`src/rtl/core_out_drain.sv`:
```
// core_out_drain: drain stage for the core output bus.
// Each valid row from the core (col words of psum_bw bits) goes into a row FIFO.
// The head row is then sent out one column word per transfer over a
// valid/ready stream.
// Optional build macro OUT_RELU_EN: when it is defined, each output word is
// clamped to zero if it is negative. Stored rows keep their raw values.
module core_out_drain #(
  parameter int col     = 8,
  parameter int psum_bw = 16,
  parameter int depth   = 16
) (
  input  logic                     clk,
  input  logic                     reset,
  input  logic                     in_valid,
  input  logic [psum_bw*col-1:0]   in_data,
  input  logic                     out_ready,
  output logic                     out_valid,
  output logic [psum_bw-1:0]       out_data,
  output logic [$clog2(col)-1:0]   out_col,
  output logic                     out_last,
  output logic [$clog2(depth):0]   fifo_count,
  output logic                     overflow,
  input  logic                     clr_ovf
);

  localparam int AW = $clog2(depth);
  localparam int CW = $clog2(col);

  localparam logic [CW-1:0] LAST_COL = CW'(col - 1);
  localparam logic [AW:0]   FULL_CNT = (AW + 1)'(depth);

  logic [psum_bw*col-1:0] r_mem [depth];
  logic [AW-1:0]          r_wr_ptr;
  logic [AW-1:0]          r_rd_ptr;
  logic [AW:0]            r_count;
  logic [CW-1:0]          r_col_idx;
  logic                   r_ovf;

  logic                   w_nonempty;
  logic                   w_xfer;
  logic                   w_pop;
  logic                   w_full;
  logic                   w_push;
  logic                   w_drop;
  logic [psum_bw*col-1:0] w_head_row;
  logic [psum_bw-1:0]     w_word;
  logic [psum_bw-1:0]     w_word_out;

  // Handshake decode.
  // A row pops only when its last word is taken.
  // A full FIFO can still accept a row in the cycle that frees a slot.
  always_comb begin
    w_nonempty = (r_count != '0);
    w_xfer     = w_nonempty && out_ready;
    w_pop      = w_xfer && (r_col_idx == LAST_COL);
    w_full     = (r_count == FULL_CNT);
    w_push     = in_valid && (!w_full || w_pop);
    w_drop     = in_valid && !w_push;
  end

  // Row storage has no reset.
  // Stale contents are never visible, because the read side is gated by the count.
  always_ff @(posedge clk) begin
    if (w_push) begin
      r_mem[r_wr_ptr] <= in_data;
    end
  end

  // Pointers, occupancy, column index and the sticky overflow flag.
  // A reset in the middle of a row discards everything, including the partial row.
  always_ff @(posedge clk or negedge reset) begin
    if (!reset) begin
      r_wr_ptr  <= '0;
      r_rd_ptr  <= '0;
      r_count   <= '0;
      r_col_idx <= '0;
      r_ovf     <= 1'b0;
    end else begin
      if (w_push) begin
        r_wr_ptr <= r_wr_ptr + 1'b1;
      end
      if (w_pop) begin
        r_rd_ptr <= r_rd_ptr + 1'b1;
      end
      case ({w_push, w_pop})
        2'b10:   r_count <= r_count + 1'b1;
        2'b01:   r_count <= r_count - 1'b1;
        default: r_count <= r_count;
      endcase
      if (w_xfer) begin
        if (r_col_idx == LAST_COL) begin
          r_col_idx <= '0;
        end else begin
          r_col_idx <= r_col_idx + 1'b1;
        end
      end
      if (w_drop) begin
        r_ovf <= 1'b1;
      end else if (clr_ovf) begin
        r_ovf <= 1'b0;
      end
    end
  end

  // Read side: select the current column of the head row.
  // Optionally clamp the word, then force zero when nothing is buffered.
  always_comb begin
    w_head_row = r_mem[r_rd_ptr];
    w_word     = w_head_row[int'(r_col_idx)*psum_bw +: psum_bw];
`ifdef OUT_RELU_EN
    w_word_out = w_word[psum_bw-1] ? '0 : w_word;
`else
    w_word_out = w_word;
`endif
    out_valid  = w_nonempty;
    out_data   = w_nonempty ? w_word_out : '0;
    out_col    = r_col_idx;
    out_last   = w_nonempty && (r_col_idx == LAST_COL);
    fifo_count = r_count;
    overflow   = r_ovf;
  end

endmodule

```
`config.mk`:
```
export PLATFORM = sky130hd
export DESIGN_NAME = core_out_drain
export DESIGN_NICKNAME = d
export VERILOG_FILES = /design/src/rtl/core_out_drain.sv
export SDC_FILE = /design/constraint.sdc
export NUM_CORES = 2
export LEC_CHECK = 0
export ABC_AREA = 1
export CORE_MARGIN = 8
export CORE_UTILIZATION = 56
export DETAILED_ROUTE_END_ITERATION = 6
export GPL_ROUTABILITY_DRIVEN = 0
export PLACE_DENSITY = 0.73
export SYNTH_ARGS = -nofsm -noshare
export SYNTH_HDL_FRONTEND = slang
export SYNTH_SLANG_ARGS = --single-unit
```
`constraint.sdc`:
```
create_clock -name clk -period 8.82 [get_ports clk]
set_clock_uncertainty 0.1 [all_clocks]
set_input_delay 0.882 -clock clk [delete_from_list [all_inputs] [get_ports clk]]
set_output_delay 0.882 -clock clk [all_outputs]
set_load 0.02 [all_outputs]
```
After elaboration in Yosys (flattened, before gate mapping)
Memory sizes are Yosys's and may differ from the RTL's.
Cells that the tools add are included.
{ "word_totals": {"latchBits": 0, "ff_bits": 17, "word_cells": 34, "output_inout_bits": 27, "in_bits": 133, "mem_bits_ro": 0, "mem_count": 1, "ramBits": 2048} }
{ "mem_list": {"columns": ["name", "words", "word_bits", "rd", "rd_clocked_by_memory_dff", "write_ports", "line", "source"], "rows": [
  ["r_mem", 16, 128, 1, 0, 1, "32", "logic [psum_bw*col-1:0] r_mem [depth];"]
]} }
{ "classes": {"addsub": 5, "magnitude_cmp": 0, "eq_ne": 4, "n_bitwise": 0, "div_mod_pow": 0, "n_reduce_logical": 11, "n_mul": 0, "shift": 1, "muxes": 7} }
{ "op_table": {"columns": ["op", "n"], "rows": [
  ["variable part select 128 x 8 -> 16 bit", 1],
  ["two-way mux 16 bit", 1],
  ["case mux 5 bit (2 select lines)", 1],
  ["adder 4 x 1 -> 4 bit (second input constant)", 2],
  ["adder 5 x 1 -> 5 bit (second input constant)", 1],
  ["== test 5 bit (second input constant)", 1],
  ["logical AND 1 bit", 5],
  ["nonzero test 5 bit", 1],
  ["subtractor 5 x 1 -> 5 bit (second input constant)", 1],
  ["two-way mux 1 bit", 4],
  ["nonzero test 2 bit", 2],
  ["adder 3 x 1 -> 3 bit (second input constant)", 1],
  ["== test 3 bit (second input constant)", 1],
  ["two-way mux 3 bit", 1],
  ["== test 2 x 1 -> 1 bit (second input constant)", 1],
  ["== test 2 bit (second input constant)", 1],
  ["logical NOT 1 bit", 2],
  ["logical OR 1 bit", 1]
]} }

Logic depth before layout (Yosys ltp)
{ "depth": {"depth_word": 8, "ltp_mapped": 16, "depth_no_buf": 16} }

Worst setup path before layout
OpenSTA, ideal clock, no wires.
{ "synth_timing": {"path_kind": "reg2reg", "from": "reg r_col_idx[0], in the netlist out_col[0]", "to": "mem r_mem[11][0] in the netlist's numbering (enable)", "synth_period_minus_slack_ps": 7612, "n_path_buf": 0, "arrival_time_ps": 6894, "path_slack_ps": 1208, "path_stages_with_launch": 7, "required_ps": 8103, "setup_ps": 617, "path_cell_list": "dfrtp_1 -> ha_1 -> ha_1 -> a21oi_1 -> a21oi_2 -> nand2_1 -> nor2_1"} }
{ "synth_via": {"elab_chain_len": 6} }
{ "synth_rtl": {"columns": ["item", "line", "source"], "rows": [
  ["start: declaration", "36", "logic [CW-1:0] r_col_idx;"],
  ["start signal: assignment", "94", "r_col_idx <= r_col_idx + 1'b1;"],
  ["== test 3 bit", "55", "w_pop = w_xfer && (r_col_idx == LAST_COL);"],
  ["logical AND 1 bit", "55", null],
  ["logical OR 1 bit", "57", "w_push = in_valid && (!w_full || w_pop);"],
  ["logical AND 1 bit", "57", null],
  ["two-way mux 1 bit", "64", "if (w_push) begin"],
  ["two-way mux 1 bit (not written as such)", "65", "r_mem[r_wr_ptr] <= in_data;"],
  ["end: declaration", "32", null]
]} }
Every way passes these cells.

Worst setup path after layout
{ "layout_timing": {"from": "reg r_rd_ptr[0]", "to": "out out_data[12]"} }
{ "layout_via": {"elab_chain_len": 3} }
{ "layout_rtl": {"columns": ["item", "line", "source"], "rows": [
  ["start: declaration", "34", "logic [AW-1:0] r_rd_ptr;"],
  ["start signal: assignment", "83", "r_rd_ptr <= r_rd_ptr + 1'b1;"],
  ["memory (16 x 128 bit)", null, null],
  ["variable part select 128 x 8 -> 16 bit", "109", "w_word = w_head_row[int'(r_col_idx)*psum_bw +: psum_bw];"],
  ["two-way mux 16 bit", "116", "out_data = w_nonempty ? w_word_out : '0;"],
  ["end: declaration", "18", "output logic [psum_bw-1:0] out_data,"]
]} }
Every way passes these cells.

==> flow_metrics.env <==
export IMPL_h_tree_depth=4
export IMPL_ys_seq_area_share_pct=74.6
export IMPL_grt_max_degree=223
export IMPL_post_route_util_pct=62.4
export IMPL_wirelength_mm=230
export IMPL_tns_ns=0
export IMPL_fp_dieW_um=401
export IMPL_reg2reg_depth=7
export IMPL_antenna_left=0
export IMPL_overflow=0
export IMPL_final_common_cell="nand2_1"
export IMPL_final_cell_mix="nand2_1 (2232), edfxtp_1 (2048), nand3_1 (1945)"
export IMPL_fin_crit_sh_pct=76.5
export IMPL_dieArea_mm2=0.161
export IMPL_avgViaCountPerCell=6.18
export IMPL_startpoint="r_rd_ptr[0]$_DFFE_PN0N_"
export IMPL_cp_data_required_time_ns=7.84
export IMPL_hold_start="overflow$_DFFE_PN0P_"
export IMPL_hold_worst_slack_ns=0.420
export IMPL_finalSetupViolations=0
export IMPL_cts_tree="built"
export IMPL_grt_pass1_vias=52700
export IMPL_clock_fmax_ghz=0.148
export IMPL_min_path_cells=2
export IMPL_power_density_mw_per_mm2=333
export IMPL_reg2reg_from="out_col[2]$_DFFE_PN0P_"
export IMPL_cts_hold_buffers=0
export IMPL_port_buffers=159
export IMPL_end_kind="output pin"
export IMPL_num_rows=141
export IMPL_syn_instance_count=6803
export IMPL_nets=6939
export IMPL_netlist_area_mm2=0.0831
export IMPL_synth_seq_cells=2065
export IMPL_critPathArrivalTime_ns=5.77
export IMPL_die_h_um=401
export IMPL_status="completed"
export IMPL_hp_class="flip-flop to flip-flop"
export IMPL_numClockSinks=2065
export IMPL_critical_path_class="flip-flop to output pin"
export IMPL_slew_headroom_pct=20.7
export IMPL_drt_pre_antenna_iters=6
export IMPL_insertion_delay_ns=0.83
export IMPL_critPathLaunchType="flip-flop"
export IMPL_cts_resized_gates=0
export IMPL_irDropWorstVdd_mv=0.319
export IMPL_vias=55000
export IMPL_synthesis_nets=6947
export IMPL_cts_inserted_buffers=200
export IMPL_syn_to_final_growth_pct=10.9
export IMPL_drive_gt1_share_pct=5.63
export IMPL_ff2ff_setup_slack_ns=3.76
export IMPL_postCtsSetupBuffers=0
export IMPL_wl_per_cell_um=25.8
export IMPL_worst_pin_slew_ns=1.19
export IMPL_root_buffer="clkbuf_16"
export IMPL_drt_initial_drc_count=7869
export IMPL_drv_slew=0
export IMPL_post_route_min_period_ns=6.75
export IMPL_yosys_warnings=0
export IMPL_syn_area_per_cell_um2=12.2
export IMPL_crit_fanout=190
export IMPL_reg2reg_to="r_mem[6][13]$_DFFE_PP_"
export IMPL_antenna_found_initial=37
export IMPL_grt_pass1_wl_mm=338
export IMPL_cap_violations=0
export IMPL_hold_viol_final=0
export IMPL_drc=0
export IMPL_clockBufferDepth=3
export IMPL_dp_hpwl_mm=111
export IMPL_clkSlewWorstSetupHoldPaths_ns=0.06
export IMPL_hold_path_end="overflow$_DFFE_PN0P_"
export IMPL_io_pins=160
export IMPL_power_leakage_nw=32.3
export IMPL_start_util_pct=56.3
export IMPL_coreArea_mm2=0.147
export IMPL_ys_types=26
export IMPL_rsz0062_at_grt="false"
export IMPL_track_usage_pct=27.7
[power breakdown]
part | internal (mW) | leakage [nW] | total, mW | switching, mW
Sequential | 11.8 | 18.7 | 12.2 | 0.402
Combinational | 2.64 | 10.5 | 10.2 | 7.55
Clock | 4.64 | 3.09 | 8.27 | 3.63
[worst max-delay path by stage]
stage	endpoint	depth (start not counted)
6_report	out_data[12]	13
5_1_grt	out_data[12]	13
4_1_cts	out_data[12]	13
3_5_place_dp	out_data[12]	13
3_3_place_gp	out_data[12]	13
2_1_floorplan	r_mem[11][0]$_DFFE_PP_	6
[routing by layer]
metal	vias up	track usage, %	routed length (µm)
met1	26700	37.5	86700
met3	539	6.02	26600
li1	24200	-	-
met5	-	0	129
met4	18	11.7	9020
met2	3514	43.8	107000
[sequential cells by signal, indices dropped and copies added, names as in the netlist]
register and count:
overflow 1, r_wr_ptr 4, r_rd_ptr 4, r_mem 2048, fifo_count 5, out_col 3
[per-stage QoR]
stage	std cells	total power [mW]	setup slack (ns)	area, µm²
6_report	8912	30.7	2.07	92100
5_1_grt	8901	31.9	1.91	92100
4_1_cts	8891	30.6	2.13	92100
3_5_place_dp	8523	22.4	3.00	85800
3_3_place_gp	8523	22.2	3.11	85800
2_1_floorplan	6803	19.0	1.21	83100
[synthesized netlist by cell type, drive strengths merged]
master	number	share of area, %
fa	1	0.024
buf	368	2.5
inv	19	0.089
edfxtp	2048	74
nand2	2236	10
clkbuf	83	0.38
nor2	53	0.24
ha	10	0.15
nand3	1945	12
o21ai	4	0.024
nand4	1	0.0075
xor2	9	0.095
clkinv	1	0.0045
dfrtp	17	0.51
a211oi	1	0.0090
a21oi	6	0.041
nor4	1	0.026
[worst max-delay path: stages, from the launching register on]
cell and delay, ns:
dfrtp_4 0.73, buf_12 0.61, buf_4 0.86, nand2_1 0.13
nand3_1 0.13, nand3_1 0.09, nand3_1 0.13, nand3_1 0.14
nand2_1 0.22, nand2_1 0.08, nand2_1 0.10, nor2_1 0.05
nor2_1 0.64, clkdlybuf4s50_1 0.75
[cell type report]
cell class / instances / area (µm²)
fill: 10800 / 55400
sequential: 2065 / 61900
antenna: 21 / 52.6
tap: 1930 / 2410
timing repair buffer: 241 / 2510
clock buffer: 256 / 5320
clock inverter: 112 / 973
multi-input combinational: 4267 / 18800
inverter: 20 / 116
[logic make-up (layout without fill, tap and decap cells)]
kind of cell / after synthesis / in the layout / share of synthesized area (%)
other cells: 0 / 21 / 0
fa+ha+maj: 11 / 11 / 0.175
xor+xnor: 9 / 9 / 0.0949
flops: 2065 / 2065 / 74.6
compound gates: 11 / 11 / 0.0738
buf+inv: 471 / 629 / 2.99
simple gates: 4236 / 4236 / 22.1
No activity file was read; power rests on OpenSTA's default activity.
